[src/rtl/disparity_wta_pkg.sv]
// Shared definitions for the winner-take-all disparity selector.
// Default geometry and the two-state output FSM encodings.
package disparity_wta_pkg;

  localparam int SAD_SIZE_DEF  = 16;
  localparam int MAX_DISP_DEF  = 64;
  localparam int DISP_SIZE_DEF = 6;

  localparam logic [0:0] ST_ACCUM = 1'b0;
  localparam logic [0:0] ST_HOLD  = 1'b1;

endpackage

[src/rtl/disparity_wta_compare.sv]
// One step of the running-minimum search; candidate 0 always seeds the search,
// later candidates replace the minimum only when strictly smaller.
module wta_compare #(
  parameter int SAD_SIZE  = 16,
  parameter int DISP_SIZE = 6
) (
  input  logic [SAD_SIZE-1:0]  sad_in,
  input  logic [SAD_SIZE-1:0]  min_cur,
  input  logic [DISP_SIZE-1:0] idx_cur,
  input  logic [DISP_SIZE-1:0] d,
  output logic [SAD_SIZE-1:0]  min_nxt,
  output logic [DISP_SIZE-1:0] idx_nxt
);

  always_comb begin
    // NOTE: every output gets a default first so no path leaves it unassigned (no latch).
    min_nxt = min_cur;
    idx_nxt = idx_cur;
    if (d == '0 || sad_in < min_cur) begin
      min_nxt = sad_in;
      idx_nxt = d;
    end
  end

endmodule

[src/rtl/disparity_wta.sv]
// Winner-take-all disparity selector: streams MAX_DISP SAD costs per pixel and emits the
// index of the lowest one. Define WTA_COST_EN to also expose the winning cost on disp_cost.
module disparity_wta
  import disparity_wta_pkg::*;
#(
  parameter int SAD_SIZE  = SAD_SIZE_DEF,
  parameter int MAX_DISP  = MAX_DISP_DEF,
  parameter int DISP_SIZE = DISP_SIZE_DEF
) (
  input  logic                 clk,
  input  logic                 rst,
  input  logic                 sad_valid,
  output logic                 sad_ready,
  input  logic [SAD_SIZE-1:0]  sad_in,
  output logic                 disp_valid,
  input  logic                 disp_ready,
  output logic [DISP_SIZE-1:0] disp_out
`ifdef WTA_COST_EN
  ,
  output logic [SAD_SIZE-1:0]  disp_cost
`endif
);

  localparam logic [DISP_SIZE-1:0] LAST_D = DISP_SIZE'(MAX_DISP - 1);

  logic [0:0]           state_q, state_d;
  logic [DISP_SIZE-1:0] cnt_q, cnt_d;
  logic [SAD_SIZE-1:0]  min_q, min_d;
  logic [DISP_SIZE-1:0] idx_q, idx_d;
  logic [DISP_SIZE-1:0] out_q, out_d;
  logic [SAD_SIZE-1:0]  min_nxt;
  logic [DISP_SIZE-1:0] idx_nxt;
  logic                 accept, last_beat;

  assign disp_valid = (state_q == ST_HOLD);
  assign sad_ready  = !disp_valid || disp_ready;
  assign accept     = sad_valid && sad_ready;
  assign last_beat  = accept && (cnt_q == LAST_D);
  assign disp_out   = out_q;

  wta_compare #(
    .SAD_SIZE  (SAD_SIZE),
    .DISP_SIZE (DISP_SIZE)
  ) u_compare (
    .sad_in  (sad_in),
    .min_cur (min_q),
    .idx_cur (idx_q),
    .d       (cnt_q),
    .min_nxt (min_nxt),
    .idx_nxt (idx_nxt)
  );

  always_comb begin
    state_d = state_q;
    cnt_d   = cnt_q;
    min_d   = min_q;
    idx_d   = idx_q;
    out_d   = out_q;
    if (accept) begin
      min_d = min_nxt;
      idx_d = idx_nxt;
      cnt_d = (cnt_q == LAST_D) ? '0 : cnt_q + DISP_SIZE'(1);
    end
    // A new result outranks retirement of the old one, so disp_valid stays high.
    if (last_beat) begin
      out_d   = idx_nxt;
      state_d = ST_HOLD;
    end else if (disp_valid && disp_ready) begin
      state_d = ST_ACCUM;
    end
  end

  always_ff @(posedge clk) begin
    // NOTE: sequential state uses non-blocking assignments so every register samples pre-edge values.
    if (rst) begin
      state_q <= ST_ACCUM;
      cnt_q   <= '0;
      min_q   <= '1;
      idx_q   <= '0;
      out_q   <= '0;
    end else begin
      state_q <= state_d;
      cnt_q   <= cnt_d;
      min_q   <= min_d;
      idx_q   <= idx_d;
      out_q   <= out_d;
    end
  end

`ifdef WTA_COST_EN
  logic [SAD_SIZE-1:0] cost_q, cost_d;

  assign cost_d    = last_beat ? min_nxt : cost_q;
  assign disp_cost = cost_q;

  always_ff @(posedge clk) begin
    if (rst) cost_q <= '0;
    else     cost_q <= cost_d;
  end
`endif

endmodule

[config.mk]
export PLATFORM = sky130hd
export DESIGN_NAME = disparity_wta
export DESIGN_NICKNAME = d
export VERILOG_FILES = /design/src/rtl/disparity_wta_pkg.sv /design/src/rtl/disparity_wta_compare.sv /design/src/rtl/disparity_wta.sv
export SDC_FILE = /design/constraint.sdc
export NUM_CORES = 1
export LEC_CHECK = 0
export ABC_AREA = 0
export CAP_MARGIN = 15
export CORE_MARGIN = 5
export CORE_UTILIZATION = 50
export CTS_BUF_LIST = sky130_fd_sc_hd__clkbuf_4 sky130_fd_sc_hd__clkbuf_8
export CTS_CLUSTER_SIZE = 30
export DETAILED_ROUTE_END_ITERATION = 8
export PLACE_DENSITY = 0.84
export SLEW_MARGIN = 20
export SYNTH_ARGS = -nofsm -noshare
export SYNTH_HDL_FRONTEND = slang
export SYNTH_HIERARCHICAL = 1
export SYNTH_SLANG_ARGS = --single-unit
[constraint.sdc]
create_clock -name clk -period 8.25 [get_ports clk]
set_input_delay 1.65 -clock clk [delete_from_list [all_inputs] [get_ports clk]]
set_output_delay 1.65 -clock clk [all_outputs]
set_load 0.01 [all_outputs]
# Word level (Yosys, flattened, before mapping)
# Cells that the tools add are included.
# op_classes
muxes	4
n_lt_le_gt_ge	1
reduce_logical	9
n_addsub	1
eq_ne	1
# op_table
operator	n
$lt A16 B16 Y1	1
$mux W6	2
$add A6 B1 Y6 const B	1
$eq A6 B6 Y1 const B	1
$logic_not A6 Y1	1
$logic_and A1 B1 Y1	3
$logic_or A1 B1 Y1	2
$mux W1	2
$reduce_and A2 Y1	1
$reduce_bool A2 Y1	1
$logic_not A1 Y1	1
# word_totals
input_bits	20
out_inout_bits	8
elab_cells	21
ff_bits	35

# Depth between registers and ports, before layout
# Gate-level depths: netlist (run 1).
# logic_depth
depth_word	5
ltp_mapped	10
ltp_nobuf	9

# Hierarchy
# Netlist (run 1), hierarchy kept.
# modules_own_cells
module	instances	area_per_inst_um2	cells_per_inst	seq_area_each_um2
disparity_wta	1	1436.4	149	700.7
wta_compare	1	767.0	90	0.0

# Worst setup path before layout (run 1)
# No wires, ideal clock.
# synth_timing
path_type	input to register
from	input sad_in[13]
to	register min_q[5]
slack_ps	4410
setup_ps	120
required_time_ps	8130
stages	9
n_path_buf	1
arrival_time_ps	3720
cell_sequence	ha_1 a21o_1 a21o_1 a2111oi_4 a31oi_4 buf_6 mux2_4 and3_1 a211o_1
# synth_via
elab_chain_cells	3
# synth_lines
item	line_no	source
start: declaration	disparity_wta.sv:14	input logic [SAD_SIZE-1:0] sad_in,
$lt A16 B16 Y1	disparity_wta_compare.sv:19	if (d == '0 || sad_in < min_cur) begin
$logic_or A1 B1 Y1	disparity_wta_compare.sv:19	
$reduce_and A2 Y1 (no line)	-	
end signal: assignment	disparity_wta.sv:84	min_q <= min_d;
end: declaration	disparity_wta.sv:28	logic [SAD_SIZE-1:0] min_q, min_d;
# Every way passes these cells.
# A chain may end at the register's enable or synchronous reset.

# Worst setup path after layout (run 1)
# layout_timing
from	input disp_ready
to	output sad_ready
# layout_via
elab_chain_cells	1
# layout_lines
item	line_no	source
start: declaration	disparity_wta.sv:16	input logic disp_ready,
$logic_or A1 B1 Y1	disparity_wta.sv:36	assign sad_ready = !disp_valid || disp_ready;
end: declaration	disparity_wta.sv:13	output logic sad_ready,
# Every way passes these cells.

==> results.yml, run 1 <==
yosys:
  synth_cell_types: 38
  synthFlopType: "sky130_fd_sc_hd__dfxtp_1"
  synthesis.area_per_instance_um2: 9.22
  synth_enable_flop_cells: 0
  post_synth_instance_area_mm2: 0.00220
  synth_cells: 239
  synth_seq_area_share: 0.318
  synthDominantCellAreaShare: 0.318
  synth.yosys.warnings: 6
  mappedNetlistNets: 275
  async_reset_ff_frac: 0
  synth-seq-cells: 35
  yosys.area.top_type: "sky130_fd_sc_hd__dfxtp_1"
  synth.area.top_cells: "sky130_fd_sc_hd__dfxtp_1 (32%), sky130_fd_sc_hd__ha_1 (9.1%), sky130_fd_sc_hd__mux2_4 (6.8%)"
placed_design:
  hpwlAfterDp_um: 3010
  portBuffers: 27
  routabilityCongestion: 0.797
  detailedPlace.worstSlack_ns: 3.07
setup_path:
  critical_path_peak_fanout: 25
  critical_path_launch_point_type: "input port"
  cp_data_arrival_time_ns: 3.53
  critical_path.cell_chain: "clkdlybuf4s50_1, nor2b_1, buf_4, inv_1, clkdlybuf4s50_1"
  crit_required_ns: 6.60
  timing.critical_path.mode_cell: "sky130_fd_sc_hd__clkdlybuf4s50_1"
  timing.setup.critical_path_class: "in2out"
  cp_slowest_cell: "sky130_fd_sc_hd__clkdlybuf4s50_1"
  timing.critical_path.slowest_cell_delay_ns: 0.67
  critPathCaptureType: "primary output"
sta:
  setup_repair_after_global_routing_missed_its_margin: "false"
  timing.slew.headroom: 0.410
  setup_total_negative_slack_ns: 0
  final_critical_path_setup_slack_ns: 3.07
  finalCriticalPeriod_ns: 5.18
  worstMarginPinSlew_ns: 0.882
  finalSetupViolations: 0
  fin_skew_ns: 0.00624
  timing_hold_violations_final: 0
  maxClockFrequency_ghz: 0.193
  timing.final.crit_share: 0.627
  drv_slew: 0
clock_network:
  number_of_setup_buffers_added_after_cts: 0
  cts_root_buf: "sky130_fd_sc_hd__clkbuf_8"
  cts-htree-levels: 2
  tritoncts: "done"
  tritoncts.num_buffers: 5
  clock_insertion_delay_worst_skew_ns: 0.28
  maximum_root_to_sink_buffer_count: 2
  cts_resized: 0
  cts-hold-fix-buffers: 0
  clkTransAtPathRegs_ns: 0.06
  clock-sinks: 35
floorplanning:
  fp.dieArea_mm2: 0.00583
  die_outline_width_um: 76.4
  dieHeight_um: 76.4
  placeable_core_area_mm2: 0.00432
  floorplan.rows: 24
  initial_core_util: 0.510
  top_level_ports: 28
final_layout:
  antenna_cells: 0
  final_common_cell: "sky130_fd_sc_hd__dfxtp_1"
  filler_cell_count: 399
  area_growth_pct: 17.3
  nNetsFinal: 298
  mostFrequentLayoutCells: "sky130_fd_sc_hd__dfxtp_1 (35), sky130_fd_sc_hd__clkdlybuf4s50_1 (27), sky130_fd_sc_hd__inv_1 (25), sky130_fd_sc_hd__and3_1 (17)"
  layout-drive-gt1-share: 0.118
power:
  leakage_nw: 1.13
  powerDensity_mw_per_mm2: 145
  max-vdd-ir-drop_mv: 0.106
job:
  max_cap_viol_count: 0
grt:
  grt.overflow.total: 0
  grt_start_max_net_pins: 43
  number_of_antenna_violations_at_the_first_check_in_global_routing: 0
  grt_first_pass_wirelength_um: 7720
  track_usage: 0.159
  vias_in_the_first_global_route: 1754
detailed_routing:
  drt_first_iter_violations: 124
  vias: 1802
  via_per_inst: 5.72
  postRouteWirelength_um: 4480
  drt.antenna.violating_nets: 0
  dr.pass1.iters: 4
  drc: 0
  wl_per_cell_um: 14.2
min_path:
  timing.hold.worst.class: "reg2reg"
run_status:
  status: "finished, final reports clean"
==> state kept, by name, indices dropped and copies added, names as in the netlist <==
name and flops:
disp_out 6, idx_q 6, min_q 16, disp_valid 1, cnt_q 6
==> worst max-delay path: cells and delay by family <==
family	cells	cell delay [ns]
simple gates	1	0.04
buf+inv	4	1.84
==> per-stage QoR <==
stage / cell area, um^2 / total power, mW / instances / utilization / hold WS (ns)
after global placement: 2500 / 0.252 / 307 / 0.577 / 0.459
after CTS: 2580 / 0.380 / 315 / 0.598 / 0.477
after floorplan: 2200 / 0.234 / 239 / - / 0.453
after detailed placement: 2500 / 0.254 / 307 / 0.577 / 0.465
after global routing: 2580 / 0.396 / 315 / 0.598 / 0.494
final: 2580 / 0.374 / 315 / 0.598 / 0.472
==> kinds of logic after synthesis <==
kind of cell | synth area share
simple gates | 0.179
compound gates | 0.190
buf+inv | 0.0687
flops | 0.318
mux | 0.153
fa+ha+maj | 0.0909
==> cell usage after synthesis, types with 2 or more instances <==
master                     number
sky130_fd_sc_hd__nor2b_1        2
sky130_fd_sc_hd__ha_1          16
sky130_fd_sc_hd__o41ai_1        2
sky130_fd_sc_hd__or3_1          2
sky130_fd_sc_hd__inv_1         25
sky130_fd_sc_hd__nand2_1       14
sky130_fd_sc_hd__a21oi_1       13
sky130_fd_sc_hd__or4_1          3
sky130_fd_sc_hd__and3_1        17
sky130_fd_sc_hd__mux2_4        10
sky130_fd_sc_hd__nand3_1        9
sky130_fd_sc_hd__o31ai_1        3
sky130_fd_sc_hd__mux2i_1       12
sky130_fd_sc_hd__o21ai_0        8
sky130_fd_sc_hd__nand2b_1      13
sky130_fd_sc_hd__nor3_1         2
sky130_fd_sc_hd__mux2_2         6
sky130_fd_sc_hd__a211o_1       16
sky130_fd_sc_hd__a21o_1         3
sky130_fd_sc_hd__clkbuf_1      11
sky130_fd_sc_hd__dfxtp_1       35
==> path summary, 6_finish.rpt <==
check	cells past startpoint	start	end	slack (ns)
hold reg to reg	2	disp_out[4]	disp_out[4]	0.47
setup / recovery	5	disp_ready	sad_ready	3.07
hold / removal	2	disp_out[4]	disp_out[4]	0.47
setup reg to reg	9	min_q[15]	min_q[15]	5.26
==> layout make-up <==
type | count | area (um^2) | share of cell area
multi-input combinational | 166 | 1350 | 0.523
sequential | 35 | 701 | 0.271
timing repair buffer | 29 | 285 | 0.110
inverter | 25 | 93.8 | 0.0363
clock buffer | 7 | 83.8 | 0.0324
tap | 52 | 65.1 | 0.0252
clock inverter | 1 | 5.00 | 0.00194
==> metal layers <==
| metal | vias to the layer above | part of all wire | global-route usage |
|---|---|---|---|
| met5 | - | 0 | 0 |
| met1 | 852 | 0.48 | 0.207 |
| met3 | 4 | 0.039 | 0.0343 |
| met2 | 37 | 0.46 | 0.253 |
| li1 | 909 | - | - |
| met4 | 0 | 0.015 | 0.0629 |
==> power breakdown <==
part,internal (mW),switching [mW]
combinational,0.0380,0.0313
clock,0.0657,0.0575
sequential,0.176,0.00565
(Power assumes the default switching activity.)
==> run 2: changes to the inputs <==
==> constraint.sdc (replaced) <==
create_clock -name clk -period 5.21 [get_ports clk]
set_input_delay 1.042 -clock clk [delete_from_list [all_inputs] [get_ports clk]]
set_output_delay 1.042 -clock clk [all_outputs]
set_load 0.01 [all_outputs]
==> run 2 against run 1 <==
Against the previous run: first-iteration DRC count up 24%; cell area up 1.2%; wire length up 3.3%; hold slack better by 0.0020 ns; power up 73%; sequential power up 58%; non-clock buffer count up 1; critical path type is now in2reg; critical endpoint is now min_q[3]; highest routed layer unchanged.
==> results.yml, run 2 (synthesis results as in run 1) <==
run_status:
  status: "finished, final reports clean"
sta:
  timing.slew.headroom: 0.407
  setup_total_negative_slack_ns: 0
  setup_repair_after_global_routing_missed_its_margin: "false"
  timing.final.crit_share: 0.712
  worstMarginPinSlew_ns: 0.887
  fin_skew_ns: 0.00292
  finalCriticalPeriod_ns: 3.71
  maxClockFrequency_ghz: 0.270
  drv_slew: 0
  timing_hold_violations_final: 0
  finalSetupViolations: 0
  worst_case_hold_slack_ns: 0.474
power:
  internal_power_mw: 0.481
  clk_network_pwr_share: 0.386
  switching_share: 0.257
  max-vdd-ir-drop_mv: 0.148
  powerDensity_mw_per_mm2: 248
  power_switching_mw: 0.167
  seq_power_share: 0.444
  leakage_nw: 1.15
  combPwrFrac: 0.170
detailed_routing:
  postRouteWirelength_um: 4630
  drc: 0
  drt_first_iter_violations: 154
  drt.antenna.violating_nets: 0
  vias: 1807
  via_per_inst: 5.72
  wl_per_cell_um: 14.7
  dr.pass1.iters: 4
placed_design:
  routabilityCongestion: 0.804
  hpwlAfterDp_um: 3160
  portBuffers: 27
  dpl.cell_count: 308
setup_path:
  critPathCaptureType: "flop"
  critical_path.reg2reg.startpoint: "min_q[15]"
  ff2ff_path_depth: 9
  worstReg2RegEnd: "min_q[3]"
  rrSetupSlack_ns: 2.30
  timing.setup.critical_path_class: "in2reg"
  critical_path_peak_fanout: 16
  timing.critical_path.slowest_cell_delay_ns: 0.68
  crit_required_ns: 5.39
  critical_path.cell_chain: "clkdlybuf4s50_1, ha_1, nand4_1, nor3_1, nand3b_1, a31oi_4, mux2_2, and3_1, a211o_1"
  cp_slowest_cell: "sky130_fd_sc_hd__a31oi_4"
  critical_path_launch_point_type: "input port"
  cp_data_arrival_time_ns: 3.89
min_path:
  min-delay-start: "disp_out[0]"
  worst_hold_depth: 2
  endpoint_of_the_worst_hold_path: "disp_out[0]"
  timing.hold.worst.class: "reg2reg"
final_layout:
  mostFrequentLayoutCells: "sky130_fd_sc_hd__dfxtp_1 (35), sky130_fd_sc_hd__clkdlybuf4s50_1 (27), sky130_fd_sc_hd__inv_1 (25), sky130_fd_sc_hd__and3_1 (17)"
  number_of_flip_flops_under_the_largest_register_name: 16
  regArea_um2: 701
  nNetsFinal: 299
  layout.cells.non_filler: 316
  filler_cell_count: 376
  antenna_cells: 0
  layout-drive-gt1-share: 0.121
  multi_input_comb_area_mm2: 0.00135
  max_flop_register: "min_q"
  area_growth_pct: 18.7
  final_common_cell: "sky130_fd_sc_hd__dfxtp_1"
clock_network:
  maximum_root_to_sink_buffer_count: 2
  tritoncts.num_buffers: 5
  clkTransAtPathRegs_ns: 0.08
  cts-hold-fix-buffers: 0
  clock_insertion_delay_worst_skew_ns: 0.29
  cts_root_buf: "sky130_fd_sc_hd__clkbuf_8"
  cts_resized: 0
  clock-sinks: 35
  cts-htree-levels: 2
  number_of_setup_buffers_added_after_cts: 0
  tritoncts: "done"
grt:
  track_usage: 0.169
  number_of_antenna_violations_at_the_first_check_in_global_routing: 0
  grt_start_max_net_pins: 43
  grt.overflow.total: 0
  vias_in_the_first_global_route: 1871
  grt_first_pass_wirelength_um: 8310
floorplanning:
  dieHeight_um: 76.4
  die_outline_width_um: 76.4
  fp.dieArea_mm2: 0.00583
  top_level_ports: 28
  placeable_core_area_mm2: 0.00432
  floorplan.rows: 24
  initial_core_util: 0.510
job:
  max_cap_viol_count: 0
## run 2: worst max-delay path by stage
stage | slack, ns | start | endpoint
2_1_floorplan | 1.98 | sad_in[13] | min_q[5]
5_1_grt | 1.35 | sad_in[15] | min_q[3]
6_report | 1.50 | sad_in[15] | min_q[3]
3_3_place_gp | 1.29 | sad_in[15] | min_q[15]
4_1_cts | 1.52 | sad_in[15] | min_q[3]
3_5_place_dp | 1.20 | sad_in[15] | min_q[3]
## run 2: routing by layer
metal | vias to the layer above | global-route usage | wire [um]
met5 | - | 0 | 0
met4 | 0 | 0.0682 | 80
met3 | 10 | 0.0390 | 197
met1 | 849 | 0.211 | 2220
met2 | 40 | 0.280 | 2140
li1 | 908 | - | -
## run 2: worst max-delay path, delay by kind of cell
| kind | cells | cell delay [ns] |
|---|---|---|
| adder cells (fa/ha/maj) | 1 | 0.34 |
| multiplexers | 1 | 0.41 |
| AND/OR/NAND/NOR | 4 | 0.73 |
| AO/OA/AOI/OAI | 2 | 0.95 |
| buffers and inverters | 1 | 0.42 |
## run 2: power by group through the flow
stage	sequential [mW]	combinational [mW]	clock, mW
global route	0.290	0.123	0.268
detailed placement	0.294	0.109	0
global placement	0.293	0.107	0
CTS	0.288	0.110	0.255
floorplan	0.292	0.0787	0
finish	0.288	0.110	0.250
## run 2: metrics by stage
stage	util	area, um^2	setup WS (ns)	total power, mW
2_1_floorplan	-	2200	1.98	0.370
3_3_place_gp	0.579	2500	1.29	0.400
3_5_place_dp	0.579	2500	1.20	0.403
4_1_cts	0.605	2620	1.52	0.653
5_1_grt	0.605	2620	1.35	0.680
6_report	0.605	2620	1.50	0.648
## run 2: layout make-up
type / instances / area share
clock buffers: 5 / 0.0263
clock inverters: 3 / 0.0167
inverters: 25 / 0.0359
multi-input cells: 166 / 0.517
flip-flops and latches: 35 / 0.268
well taps: 52 / 0.0249
repair buffers: 30 / 0.112
